`config.mk`:
```
export PLATFORM = sky130hd
export DESIGN_NAME = mem_bus_ctrl_flat
export DESIGN_NICKNAME = d
export VERILOG_FILES = /design/src/rtl/mem_bus_ctrl_if.sv /design/src/rtl/mem_bus_ctrl.sv /design/src/flat_wrapper.sv
export SDC_FILE = /design/constraint.sdc
export NUM_CORES = 1
export LEC_CHECK = 0
export ABC_AREA = 1
export CORE_MARGIN = 2
export CORE_UTILIZATION = 32
export DETAILED_ROUTE_END_ITERATION = 12
export PLACE_DENSITY = 0.68
export SYNTH_ARGS = -nofsm -noshare
export SYNTH_HDL_FRONTEND = slang
export SYNTH_SLANG_ARGS = --single-unit
```
`constraint.sdc`:
```
create_clock -name clk -period 1.62 [get_ports clk]
set_input_delay 0.324 -clock clk [delete_from_list [all_inputs] [get_ports clk]]
set_output_delay 0.324 -clock clk [all_outputs]
set_load 0.03 [all_outputs]
```
`src/rtl/mem_bus_ctrl_if.sv`:
```
// mem_bus_ctrl_if: request/acknowledge data bus between the MEM-stage controller and memory
interface mem_bus_ctrl_if #(
  parameter int DATA_W = 32,
  parameter int ADDR_W = 32
);
  logic                bus_req_o;
  logic                bus_we_o;
  logic [ADDR_W-1:0]   bus_addr_o;
  logic [DATA_W-1:0]   bus_wdata_o;
  logic [DATA_W/8-1:0] bus_sel_o;
  logic                bus_ack_i;
  logic [DATA_W-1:0]   bus_rdata_i;
  modport master (
    output bus_req_o, bus_we_o, bus_addr_o, bus_wdata_o, bus_sel_o,
    input  bus_ack_i, bus_rdata_i
  );
  modport slave (
    input  bus_req_o, bus_we_o, bus_addr_o, bus_wdata_o, bus_sel_o,
    output bus_ack_i, bus_rdata_i
  );
endinterface

```
`src/rtl/mem_bus_ctrl.sv`:
```
// mem_bus_ctrl: MEM-stage load/store controller with big-endian lanes, LL/SC link bit and bus timeout
module mem_bus_ctrl #(
  parameter int DATA_W  = 32,
  parameter int ADDR_W  = 32,
  parameter int TIMEOUT = 255
) (
  input  logic              clk,
  input  logic              rst_n,
  input  logic              req_valid_i,
  input  logic              req_we_i,
  input  logic [1:0]        req_size_i,
  input  logic              req_sign_i,
  input  logic              req_ll_i,
  input  logic              req_sc_i,
  input  logic [ADDR_W-1:0] req_addr_i,
  input  logic [DATA_W-1:0] req_wdata_i,
  input  logic              llbit_clr_i,
  output logic              stall_o,
  output logic              rsp_valid_o,
  output logic [DATA_W-1:0] rsp_rdata_o,
  output logic              exc_adel_o,
  output logic              exc_ades_o,
  output logic              exc_bus_o,
  output logic              llbit_o,
  mem_bus_ctrl_if.master    bus
);
  localparam int NB = DATA_W / 8;
  localparam int OW = $clog2(NB);
  typedef enum logic [1:0] {IDLE, BUS, DONE} state_t;
  state_t state, state_n;
  logic [15:0] cnt;
  logic we_r, sign_r, ll_r, sc_r, adel_r, ades_r, ebus_r, llbit;
  logic [1:0] size_r;
  logic [OW-1:0] off, off_r;
  logic [DATA_W-1:0] rdata_r, wdata_n, sh, ld;
  logic signed [DATA_W-1:0] lds;
  logic [NB-1:0] sel_n;
  logic misal, sc_fail, accept, to_hit;
  int sa;
  assign off = req_addr_i[OW-1:0];
  assign accept = state == IDLE && req_valid_i;
  assign sc_fail = req_sc_i && !llbit;
  assign to_hit = cnt == 16'(TIMEOUT - 1);
  // request decode: alignment, contiguous MSB-first byte lanes and replicated store data
  always_comb begin
    misal = req_size_i == 2'd1 ? off[0] :
            req_size_i == 2'd2 ? |off[1:0] :
            req_size_i == 2'd3 ? (DATA_W != 64) || |off : 1'b0;
    sel_n = ~({NB{1'b1}} >> (1 << req_size_i)) >> off;
    wdata_n = req_size_i == 2'd0 ? {NB{req_wdata_i[7:0]}} :
              req_size_i == 2'd1 ? {(NB/2){req_wdata_i[15:0]}} :
              req_size_i == 2'd2 ? {(NB/4){req_wdata_i[31:0]}} : req_wdata_i;
  end
  // load alignment: move the addressed lanes to the top, then shift down with zero/sign fill
  always_comb begin
    sh = bus.bus_rdata_i << {off_r, 3'b000};
    sa = size_r == 2'd3 ? 0 : DATA_W - (8 << size_r);
    lds = $signed(sh) >>> sa;
    ld = sign_r ? $unsigned(lds) : sh >> sa;
  end
  // state register
  always_ff @(posedge clk or negedge rst_n)
    if (!rst_n) state <= IDLE;
    else state <= state_n;
  // next state: faults and failed SCs skip the bus entirely
  always_comb begin
    state_n = state == IDLE ? (req_valid_i ? ((misal || sc_fail) ? DONE : BUS) : IDLE) :
              state == BUS  ? ((bus.bus_ack_i || to_hit) ? DONE : BUS) : IDLE;
  end
  // pipeline-facing outputs; response fields are only meaningful during DONE
  always_comb begin
    stall_o = accept || state == BUS;
    rsp_valid_o = state == DONE;
    rsp_rdata_o = state == DONE ? rdata_r : '0;
    exc_adel_o = state == DONE && adel_r;
    exc_ades_o = state == DONE && ades_r;
    exc_bus_o = state == DONE && ebus_r;
    llbit_o = llbit;
  end
  // request capture, registered bus drive, timeout counter and response data
  always_ff @(posedge clk or negedge rst_n)
    if (!rst_n) begin
      {we_r, sign_r, ll_r, sc_r, adel_r, ades_r, ebus_r} <= '0;
      size_r <= '0;
      off_r <= '0;
      rdata_r <= '0;
      cnt <= '0;
      bus.bus_req_o <= 1'b0;
      bus.bus_we_o <= 1'b0;
      bus.bus_addr_o <= '0;
      bus.bus_wdata_o <= '0;
      bus.bus_sel_o <= '0;
    end else if (accept) begin
      we_r <= req_we_i;
      sign_r <= req_sign_i;
      ll_r <= req_ll_i;
      sc_r <= req_sc_i;
      size_r <= req_size_i;
      off_r <= off;
      adel_r <= misal && !req_we_i;
      ades_r <= misal && req_we_i;
      ebus_r <= 1'b0;
      rdata_r <= '0;
      cnt <= '0;
      bus.bus_req_o <= state_n == BUS;
      bus.bus_we_o <= req_we_i;
      bus.bus_addr_o <= {req_addr_i[ADDR_W-1:OW], OW'(0)};
      bus.bus_wdata_o <= wdata_n;
      bus.bus_sel_o <= sel_n;
    end else if (state == BUS) begin
      cnt <= cnt + 16'd1;
      if (bus.bus_ack_i) begin
        bus.bus_req_o <= 1'b0;
        rdata_r <= sc_r ? DATA_W'(1) : we_r ? '0 : ld;
      end else if (to_hit) begin
        bus.bus_req_o <= 1'b0;
        ebus_r <= 1'b1;
      end
    end
  // link bit: an acked LL sets it, an acked SC clears it, an explicit clear beats both
  always_ff @(posedge clk or negedge rst_n)
    if (!rst_n) llbit <= 1'b0;
    else if (llbit_clr_i) llbit <= 1'b0;
    else if (state == BUS && bus.bus_ack_i && (ll_r || sc_r)) llbit <= ll_r;
endmodule
```
`src/flat_wrapper.sv`:
```
// flat-port wrapper written by rule: the top's interface ports become plain ports
module mem_bus_ctrl_flat 
#(
  parameter int DATA_W  = 32,
  parameter int ADDR_W  = 32,
  parameter int TIMEOUT = 255
)
  (clk, rst_n, req_valid_i, req_we_i, req_size_i, req_sign_i, req_ll_i, req_sc_i, req_addr_i, req_wdata_i, llbit_clr_i, stall_o, rsp_valid_o, rsp_rdata_o, exc_adel_o, exc_ades_o, exc_bus_o, llbit_o, bus_bus_req_o, bus_bus_we_o, bus_bus_addr_o, bus_bus_wdata_o, bus_bus_sel_o, bus_bus_ack_i, bus_bus_rdata_i);
  mem_bus_ctrl_if #(.DATA_W(DATA_W), .ADDR_W(ADDR_W)) bus_i ();
  input  logic clk;
  input  logic rst_n;
  input  logic req_valid_i;
  input  logic req_we_i;
  input  logic [1:0] req_size_i;
  input  logic req_sign_i;
  input  logic req_ll_i;
  input  logic req_sc_i;
  input  logic [ADDR_W-1:0] req_addr_i;
  input  logic [DATA_W-1:0] req_wdata_i;
  input  logic llbit_clr_i;
  output logic stall_o;
  output logic rsp_valid_o;
  output logic [DATA_W-1:0] rsp_rdata_o;
  output logic exc_adel_o;
  output logic exc_ades_o;
  output logic exc_bus_o;
  output logic llbit_o;
  output wire logic [$bits(bus_i.bus_req_o)-1:0] bus_bus_req_o;
  output wire logic [$bits(bus_i.bus_we_o)-1:0] bus_bus_we_o;
  output wire logic [$bits(bus_i.bus_addr_o)-1:0] bus_bus_addr_o;
  output wire logic [$bits(bus_i.bus_wdata_o)-1:0] bus_bus_wdata_o;
  output wire logic [$bits(bus_i.bus_sel_o)-1:0] bus_bus_sel_o;
  input wire logic [$bits(bus_i.bus_ack_i)-1:0] bus_bus_ack_i;
  input wire logic [$bits(bus_i.bus_rdata_i)-1:0] bus_bus_rdata_i;
  assign bus_bus_req_o = bus_i.bus_req_o;
  assign bus_bus_we_o = bus_i.bus_we_o;
  assign bus_bus_addr_o = bus_i.bus_addr_o;
  assign bus_bus_wdata_o = bus_i.bus_wdata_o;
  assign bus_bus_sel_o = bus_i.bus_sel_o;
  assign bus_i.bus_ack_i = bus_bus_ack_i;
  assign bus_i.bus_rdata_i = bus_bus_rdata_i;
  mem_bus_ctrl #(.DATA_W(DATA_W), .ADDR_W(ADDR_W), .TIMEOUT(TIMEOUT)) u_core (.clk(clk), .rst_n(rst_n), .req_valid_i(req_valid_i), .req_we_i(req_we_i), .req_size_i(req_size_i), .req_sign_i(req_sign_i), .req_ll_i(req_ll_i), .req_sc_i(req_sc_i), .req_addr_i(req_addr_i), .req_wdata_i(req_wdata_i), .llbit_clr_i(llbit_clr_i), .stall_o(stall_o), .rsp_valid_o(rsp_valid_o), .rsp_rdata_o(rsp_rdata_o), .exc_adel_o(exc_adel_o), .exc_ades_o(exc_ades_o), .exc_bus_o(exc_bus_o), .llbit_o(llbit_o), .bus(bus_i));
endmodule
```
==> impl_metrics.py, run 1 <==
metrics = {
    "logic_synthesis": {
        "synth_top_family_by_area": "simple AND/OR/NAND/NOR gates",
        "yosys.area.top_type": "dfrtp_1",
        "ys_ff_latch": 129,
        "synthXorXnorAreaFrac_pct": 0,
        "synthMuxAreaShare_pct": 0,
        "synthCells": 953,
        "synthArstFlopShare_pct": 100,
        "yosys.area_share.simple_pct": 33.3,
        "synth_most_common_cell": "nand2_1",
        "synth_edf_count": 0,
        "synth_area_leaders": "dfrtp_1 (48%), nand2_1 (20%), nor2_1 (5.8%)",
        "ys_warn_count": 0,
        "ys_types": 30,
        "synth_fa_ha_area_share_pct": 0.371,
        "synth_ff_type": "dfrtp_1",
        "synth_compound_area_share_pct": 9.55,
        "synth.avg_cell_area_sq_um": 7.08,
        "yosysTopAreaCellShare_pct": 47.8,
        "syn_area_sq_um": 6750,
        "ys_seq_area_share_pct": 47.8,
        "synth_common_cells": "nand2_1 (364), dfrtp_1 (129), nor2_1 (105), inv_1 (92), o21ai_0 (63)",
    },
    "clock_network": {
        "cts_root_buffer": "clkbuf_16",
        "worstSkewPairLatency_ns": 0.42,
        "path_clk_slew_ns": 0.06,
        "clockBufferDepth": 2,
        "htree_levels": 4,
        "cts_buffers": 17,
        "clkSinkCount": 129,
        "cts_tree": "yes",
    },
    "timing": {
        "rsz0062_at_grt": "yes",
        "final.setup.worst_slack_ns": -0.281,
        "setup_viol": 150,
        "skew_ns": 0.00680,
        "final-hold-violation-count": 0,
        "period_share_pct": 117,
        "period_needed_ns": 1.90,
        "max_freq_mhz": 526,
        "slew_violations": 0,
    },
    "worst_setup_path": {
        "crit_path_start": "u_core.state[0]",
        "worstSetupPathType": "reg -> out",
        "r2r_cells": 12,
        "worstPathArrival_ns": 1.58,
        "reg2reg_from": "u_core.state[0]",
        "worst_setup_path_end_kind": "primary output",
        "crit_end": "rsp_rdata_o[13]",
        "r2r_end": "u_core.bus.bus_wdata_o[17]",
        "startpoint_type": "flop",
        "path_max_fanout": 16,
        "rrSetupSlack_ns": -0.18,
        "cp_data_required_time_ns": 1.30,
    },
    "status": {
        "violations": "setup timing",
        "status": "finished, violations left",
    },
    "die": {
        "die_x_um": 149,
        "core_area_sq_um": 20900,
        "die-area_sq_um": 22300,
        "pin_count": 215,
        "start_util_pct": 32.3,
        "fp.dieH_um": 149,
        "num_rows": 53,
    },
    "min_path": {
        "hold_class": "in -> async",
    },
    "power": {
        "p_int_mw": 8.11,
        "power_density_nw_per_um2": 1130,
        "peakVddDrop_mv": 0.741,
        "p_switching_mw": 4.83,
        "clkPwrFrac_pct": 30.8,
        "p_comb_share_pct": 37.8,
        "leakagePower_nw": 5.49,
        "p_seq_share_pct": 31.4,
        "switching_share_pct": 37.3,
    },
    "place": {
        "dpl.cell_count": 1456,
        "post_dp_cell_area_sq_um": 9940,
        "hpwl_um": 16100,
        "port_buffers": 212,
        "gp_congestion": 0.852,
    },
    "global_routing": {
        "grt_pass1_wl_um": 34500,
        "grt_max_degree": 39,
        "grt.overflow.total": 0,
        "antenna_found_initial": 0,
        "grtUsageTotal_pct": 19.5,
        "grt_pass1_vias": 6942,
    },
    "drt": {
        "vias": 7200,
        "drc_errors": 0,
        "first_pass_iters": 5,
        "post_drt_wl_per_cell_um": 15.2,
        "wl_um": 23200,
        "via_per_inst": 4.71,
        "drt_iter0_drc": 407,
        "drtAntennaViolNets": 0,
    },
    "run": {
        "cap_violations": 0,
    },
    "layout": {
        "diodes": 0,
        "area_growth_pct": 69.9,
        "nets": 1350,
        "fin_cells": 1529,
        "drive_above_1_share_pct": 22.1,
        "design_area_sq_um": 11500,
    },
}
[repair_timing]
item / 4_1_cts / 5_1_grt
setup endpoints to repair: 104 / 150
endpoints found under the hold margin: 31 / 0
resized for setup: 118 / 79
setup buffers: 8 / 15
pin swaps: 3 / 5
cloned: 0 / 17
hold buffers: 1 / 0
[critical path: stages, from the launching register on]
cell,delay (ns)
dfrtp_1,0.41
nor2_4,0.16
clkinv_4,0.12
buf_12,0.19
nor2_4,0.12
buf_12,0.12
[worst min-delay path by stage]
stage,from,slack [ns],cells after the start,to
after CTS,rst_n,0.36,2,u_core.bus.bus_wdata_o[10]
after detailed placement,rst_n,0.25,1,u_core.bus.bus_wdata_o[10]
after floorplan,rst_n,0.03,0,u_core.adel_r
after global routing,rst_n,0.38,2,u_core.bus.bus_wdata_o[10]
final,rst_n,0.37,2,u_core.bus.bus_wdata_o[10]
after global placement,rst_n,0.25,1,u_core.bus.bus_wdata_o[27]
[power by group through the flow]
stage	clock network (mW)	registers [mW]	logic (mW)
after floorplan	0	4.84	1.71
after global placement	0	4.11	4.44
after detailed placement	0	4.11	4.48
after CTS	4.05	4.05	4.32
after global routing	4.20	4.13	5.28
final	3.99	4.07	4.89
[layout make-up]
cell class / count / area, sq um
multi-input cells: 677 / 3470
inverters: 100 / 412
fillers: 1907 / 9430
repair buffers: 316 / 3400
well taps: 275 / 344
clock inverters: 15 / 184
flip-flops and latches: 129 / 3230
clock buffers: 17 / 425
[placed cells by master, fill, tap and decap left out, types with 15 or more instances in the layout]
cell type	count
nor2_4	34
clkdlybuf4s50_1	105
buf_6	20
nand2_1	350
inv_1	89
nand3_1	57
o21ai_0	46
dfrtp_1	129
clkbuf_16	30
buf_12	29
o21ai_1	15
dlygate4sd2_1	68
buf_4	79
nor2_1	64
[state kept, by name (all words and copies together) (netlist names)]
name,cells
u_core.sign_r,1
u_core.size_r,2
u_core.cnt,16
u_core.bus.bus_wdata_o,32
u_core.bus.bus_we_o,1
u_core.llbit_o,1
u_core.state,2
u_core.rdata_r,32
u_core.adel_r,1
u_core.bus.bus_sel_o,4
u_core.off_r,2
u_core.sc_r,1
u_core.bus.bus_req_o,1
u_core.ebus_r,1
u_core.ll_r,1
u_core.bus.bus_addr_o,30
u_core.ades_r,1
[kinds of logic (layout without fill, tap and decap cells)]
family | after synthesis | in the layout
compound gates | 117 | 117
fa+ha+maj | 2 | 2
buf+inv | 148 | 448
flops | 129 | 129
other cells | 1 | 2
simple gates | 556 | 556
[metrics by stage]
step | hold WS (ns) | setup slack, ns | setup TNS [ns] | util, % | total power [mW]
6_report | 0.366 | -0.281 | -17.22 | 54.9 | 12.9
2_1_floorplan | 0.0284 | 0.0306 | 0 | - | 6.54
3_5_place_dp | 0.247 | -0.224 | -4.56 | 47.6 | 8.59
5_1_grt | 0.381 | -0.356 | -26.48 | 54.9 | 13.6
3_3_place_gp | 0.248 | -0.123 | -2.34 | 47.6 | 8.56
4_1_cts | 0.365 | -0.306 | -13.47 | 51.0 | 12.4
[layer usage]
layer	vias to the layer above	global-route usage, %	wire, um
met5	-	0	0
met3	21	5.75	1750
met4	0	5.48	280
met1	3356	23.3	9400
li1	3575	-	-
met2	248	34.1	11800
Note: power is estimated with default switching activity, not from simulation.
==> run 2, diff against run 1 <==
--- a/config.mk
+++ b/config.mk
@@ -8,6 +8,7 @@
 export ABC_AREA = 1
 export CORE_MARGIN = 2
 export CORE_UTILIZATION = 32
+export CTS_CLUSTER_SIZE = 12
 export DETAILED_ROUTE_END_ITERATION = 12
 export PLACE_DENSITY = 0.68
 export SYNTH_ARGS = -nofsm -noshare
==> results of run 2 <==
No change in the layout: final DEF, timing and power equal those of run 1.
==> run 3, diff against run 2 <==
--- a/config.mk
+++ b/config.mk
@@ -6,11 +6,13 @@
 export NUM_CORES = 1
 export LEC_CHECK = 0
 export ABC_AREA = 1
+export CELL_PAD_IN_SITES_DETAIL_PLACEMENT = 1
+export CELL_PAD_IN_SITES_GLOBAL_PLACEMENT = 1
 export CORE_MARGIN = 2
 export CORE_UTILIZATION = 32
 export CTS_CLUSTER_SIZE = 12
 export DETAILED_ROUTE_END_ITERATION = 12
-export PLACE_DENSITY = 0.68
+export PLACE_DENSITY = 0.88
 export SYNTH_ARGS = -nofsm -noshare
 export SYNTH_HDL_FRONTEND = slang
 export SYNTH_SLANG_ARGS = --single-unit
==> constraint.sdc (replaced) <==
create_clock -name clk -period 2.4 [get_ports clk]
set_input_delay 0.48 -clock clk [delete_from_list [all_inputs] [get_ports clk]]
set_output_delay 0.48 -clock clk [all_outputs]
set_load 0.03 [all_outputs]
==> run 3 against run 2 <==
  * The flow finishes with violations (hold timing)
  * Wire length grew 2.9%
  * Die area is the same
  * Via count shrank 1.6%
  * Cell count shrank 5.3%
  * Clock power shrank 35%
  * Sequential share of layout area grew 5.0 points
  * First-iteration DRC count shrank 12%
  * Global-route usage grew 2.4 points
==> impl_metrics.py, run 3 (same netlist as run 1, synthesis figures left out) <==
metrics = {
    "timing": {
        "hold_slack_ns": -0.00921,
        "rsz0062_at_grt": "no",
        "period_needed_ns": 2.27,
        "final-hold-violation-count": 2,
        "setup_viol": 0,
        "setup_tns_ns": 0,
        "max_freq_mhz": 440,
        "skew_ns": 0.00826,
        "period_share_pct": 94.8,
        "slew_violations": 0,
    },
    "clock_network": {
        "post_cts_buffers": 0,
        "clockBufferDepth": 2,
        "htree_levels": 4,
        "path_clk_slew_ns": 0.07,
        "cts_tree": "yes",
        "cts_root_buffer": "clkbuf_16",
        "hold_buffers": 0,
        "clkSinkCount": 129,
        "worstSkewPairLatency_ns": 0.42,
        "cts_resized": 2,
        "cts_buffers": 17,
    },
    "worst_setup_path": {
        "crit_path_start": "u_core.state[1]",
        "r2r_end": "u_core.rdata_r[8]",
        "path_depth": 6,
        "cp_cell_sequence": "inv_1, nor2_2, clkinv_2, buf_12, nor2_1, buf_4",
        "path_max_fanout": 33,
        "worstSetupPathType": "reg -> out",
        "crit_slowest_cell": "dfrtp_1",
        "reg2reg_from": "u_core.off_r[0]",
        "worst_setup_path_end_kind": "primary output",
        "cp_data_required_time_ns": 1.92,
        "crit_family": "buffers and inverters",
        "crit_buf_inv": 4,
        "startpoint_type": "flop",
        "crit_end": "rsp_rdata_o[3]",
        "max_stage_delay_ns": 0.38,
        "r2r_cells": 9,
        "rrSetupSlack_ns": 0.53,
        "worstPathArrival_ns": 1.79,
    },
    "power": {
        "p_seq_share_pct": 33.6,
        "leakagePower_nw": 4.66,
        "clkPwrFrac_pct": 31.9,
        "p_switching_mw": 3.10,
        "switching_share_pct": 37.8,
        "p_int_mw": 5.10,
        "power_density_nw_per_um2": 843,
        "p_comb_share_pct": 34.6,
        "peakVddDrop_mv": 0.503,
    },
    "layout": {
        "diodes": 0,
        "reg_top3": "u_core.bus.bus_wdata_o: 32 flops, u_core.rdata_r: 32 flops, u_core.bus.bus_addr_o: 30 flops",
        "layout_common_cells": "nand2_1 (364), clkdlybuf4s50_1 (174), dfrtp_1 (129)",
        "design_area_sq_um": 9730,
        "final_core_utilization_pct": 46.6,
        "final_common_cell": "nand2_1",
        "drive_above_1_share_pct": 9.29,
        "area_growth_pct": 44.2,
        "nets": 1270,
    },
    "drt": {
        "vias": 7085,
        "drt_iter0_drc": 359,
        "wl_um": 23900,
        "via_per_inst": 4.89,
        "first_pass_iters": 5,
        "drc_errors": 0,
        "drtAntennaViolNets": 0,
        "post_drt_wl_per_cell_um": 16.5,
    },
    "die": {
        "die_x_um": 149,
        "num_rows": 53,
        "fp.dieH_um": 149,
        "core_area_sq_um": 20900,
        "pin_count": 215,
        "die-area_sq_um": 22300,
        "start_util_pct": 32.3,
    },
    "place": {
        "hpwl_um": 17800,
        "port_buffers": 212,
        "post_dp_cell_area_sq_um": 9150,
        "gp_congestion": 0.860,
    },
    "global_routing": {
        "grtUsageTotal_pct": 21.9,
        "grt_max_degree": 56,
        "grt.overflow.total": 0,
        "antenna_found_initial": 0,
        "grt_pass1_wl_um": 38500,
        "grt_pass1_vias": 7416,
    },
    "status": {
        "status": "finished, violations left",
        "violations": "hold timing",
    },
    "min_path": {
        "hold_class": "in -> async",
    },
    "run": {
        "cap_violations": 0,
    },
}
## run 3: changes by cell type in the layout (fill, tap and decap cells not counted), moves of 14 or more
cell	before	now
clkdlybuf4s50_1	105	174
dlygate4sd2_1	68	1
buf_12	29	4
nor2_1	64	104
buf_4	79	56
o21ai_1	15	1
nor2_4	34	1
o21ai_0	46	63
buf_6	20	1
nand2_1	350	364
## run 3: worst min-delay path by stage
stage	from	end	slack [ns]
2_1_floorplan	rst_n	u_core.adel_r	0.18
3_3_place_gp	u_core.bus.bus_addr_o[25]	u_core.bus.bus_addr_o[25]	0.46
3_5_place_dp	rst_n	u_core.llbit_o	0.47
4_1_cts	rst_n	u_core.cnt[10]	0.01
5_1_grt	rst_n	u_core.cnt[10]	0.02
6_report	rst_n	u_core.cnt[10]	-0.009
## run 3: power groups by stage
stage               registers [mW]  clock network [mW]  logic, mW
CTS                           2.75                2.66       2.86
global placement              2.77                   0       2.78
global route                  2.79                2.76       3.08
detailed placement            2.78                   0       2.84
floorplan                     3.26                   0       1.07
finish                        2.75                2.61       2.83
## run 3: worst reg2reg max path, stage by stage, from the launching register on
cell     delay, ns
dfrtp_1       0.59
inv_2         0.26
nand2_1       0.12
nand3_1       0.08
nand2_1       0.14
nand2_1       0.09
nand3_1       0.25
nand2_1       0.11
nand2_1       0.08
nand2_1       0.04
## run 3: layout make-up
class	instances	area (sq um)
Sequential cell	129	3230
Tap cell	275	344
Fill cell	2613	11200
Clock buffer	17	425
Multi-Input combinational cell	677	2940
Timing Repair Buffer	236	2260
Clock inverter	14	156
Inverter	100	377
## run 3: routing by layer
metal | global-route usage [%] | routed length, um
met2 | 36.9 | 11700
met3 | 7.16 | 1730
met1 | 27.2 | 10100
met5 | 0 | 0
met4 | 5.86 | 371
## run 3: through the flow
step | instances | power (mW) | setup WS (ns) | hold WS, ns
CTS | 1448 | 8.27 | 0.00576 | 0.0142
floorplan | 954 | 4.34 | 0.0434 | 0.184
global route | 1448 | 8.64 | 0.0585 | 0.0216
finish | 1448 | 8.20 | 0.126 | -0.00921
detailed placement | 1417 | 5.62 | 0.196 | 0.465
global placement | 1417 | 5.55 | 0.284 | 0.462
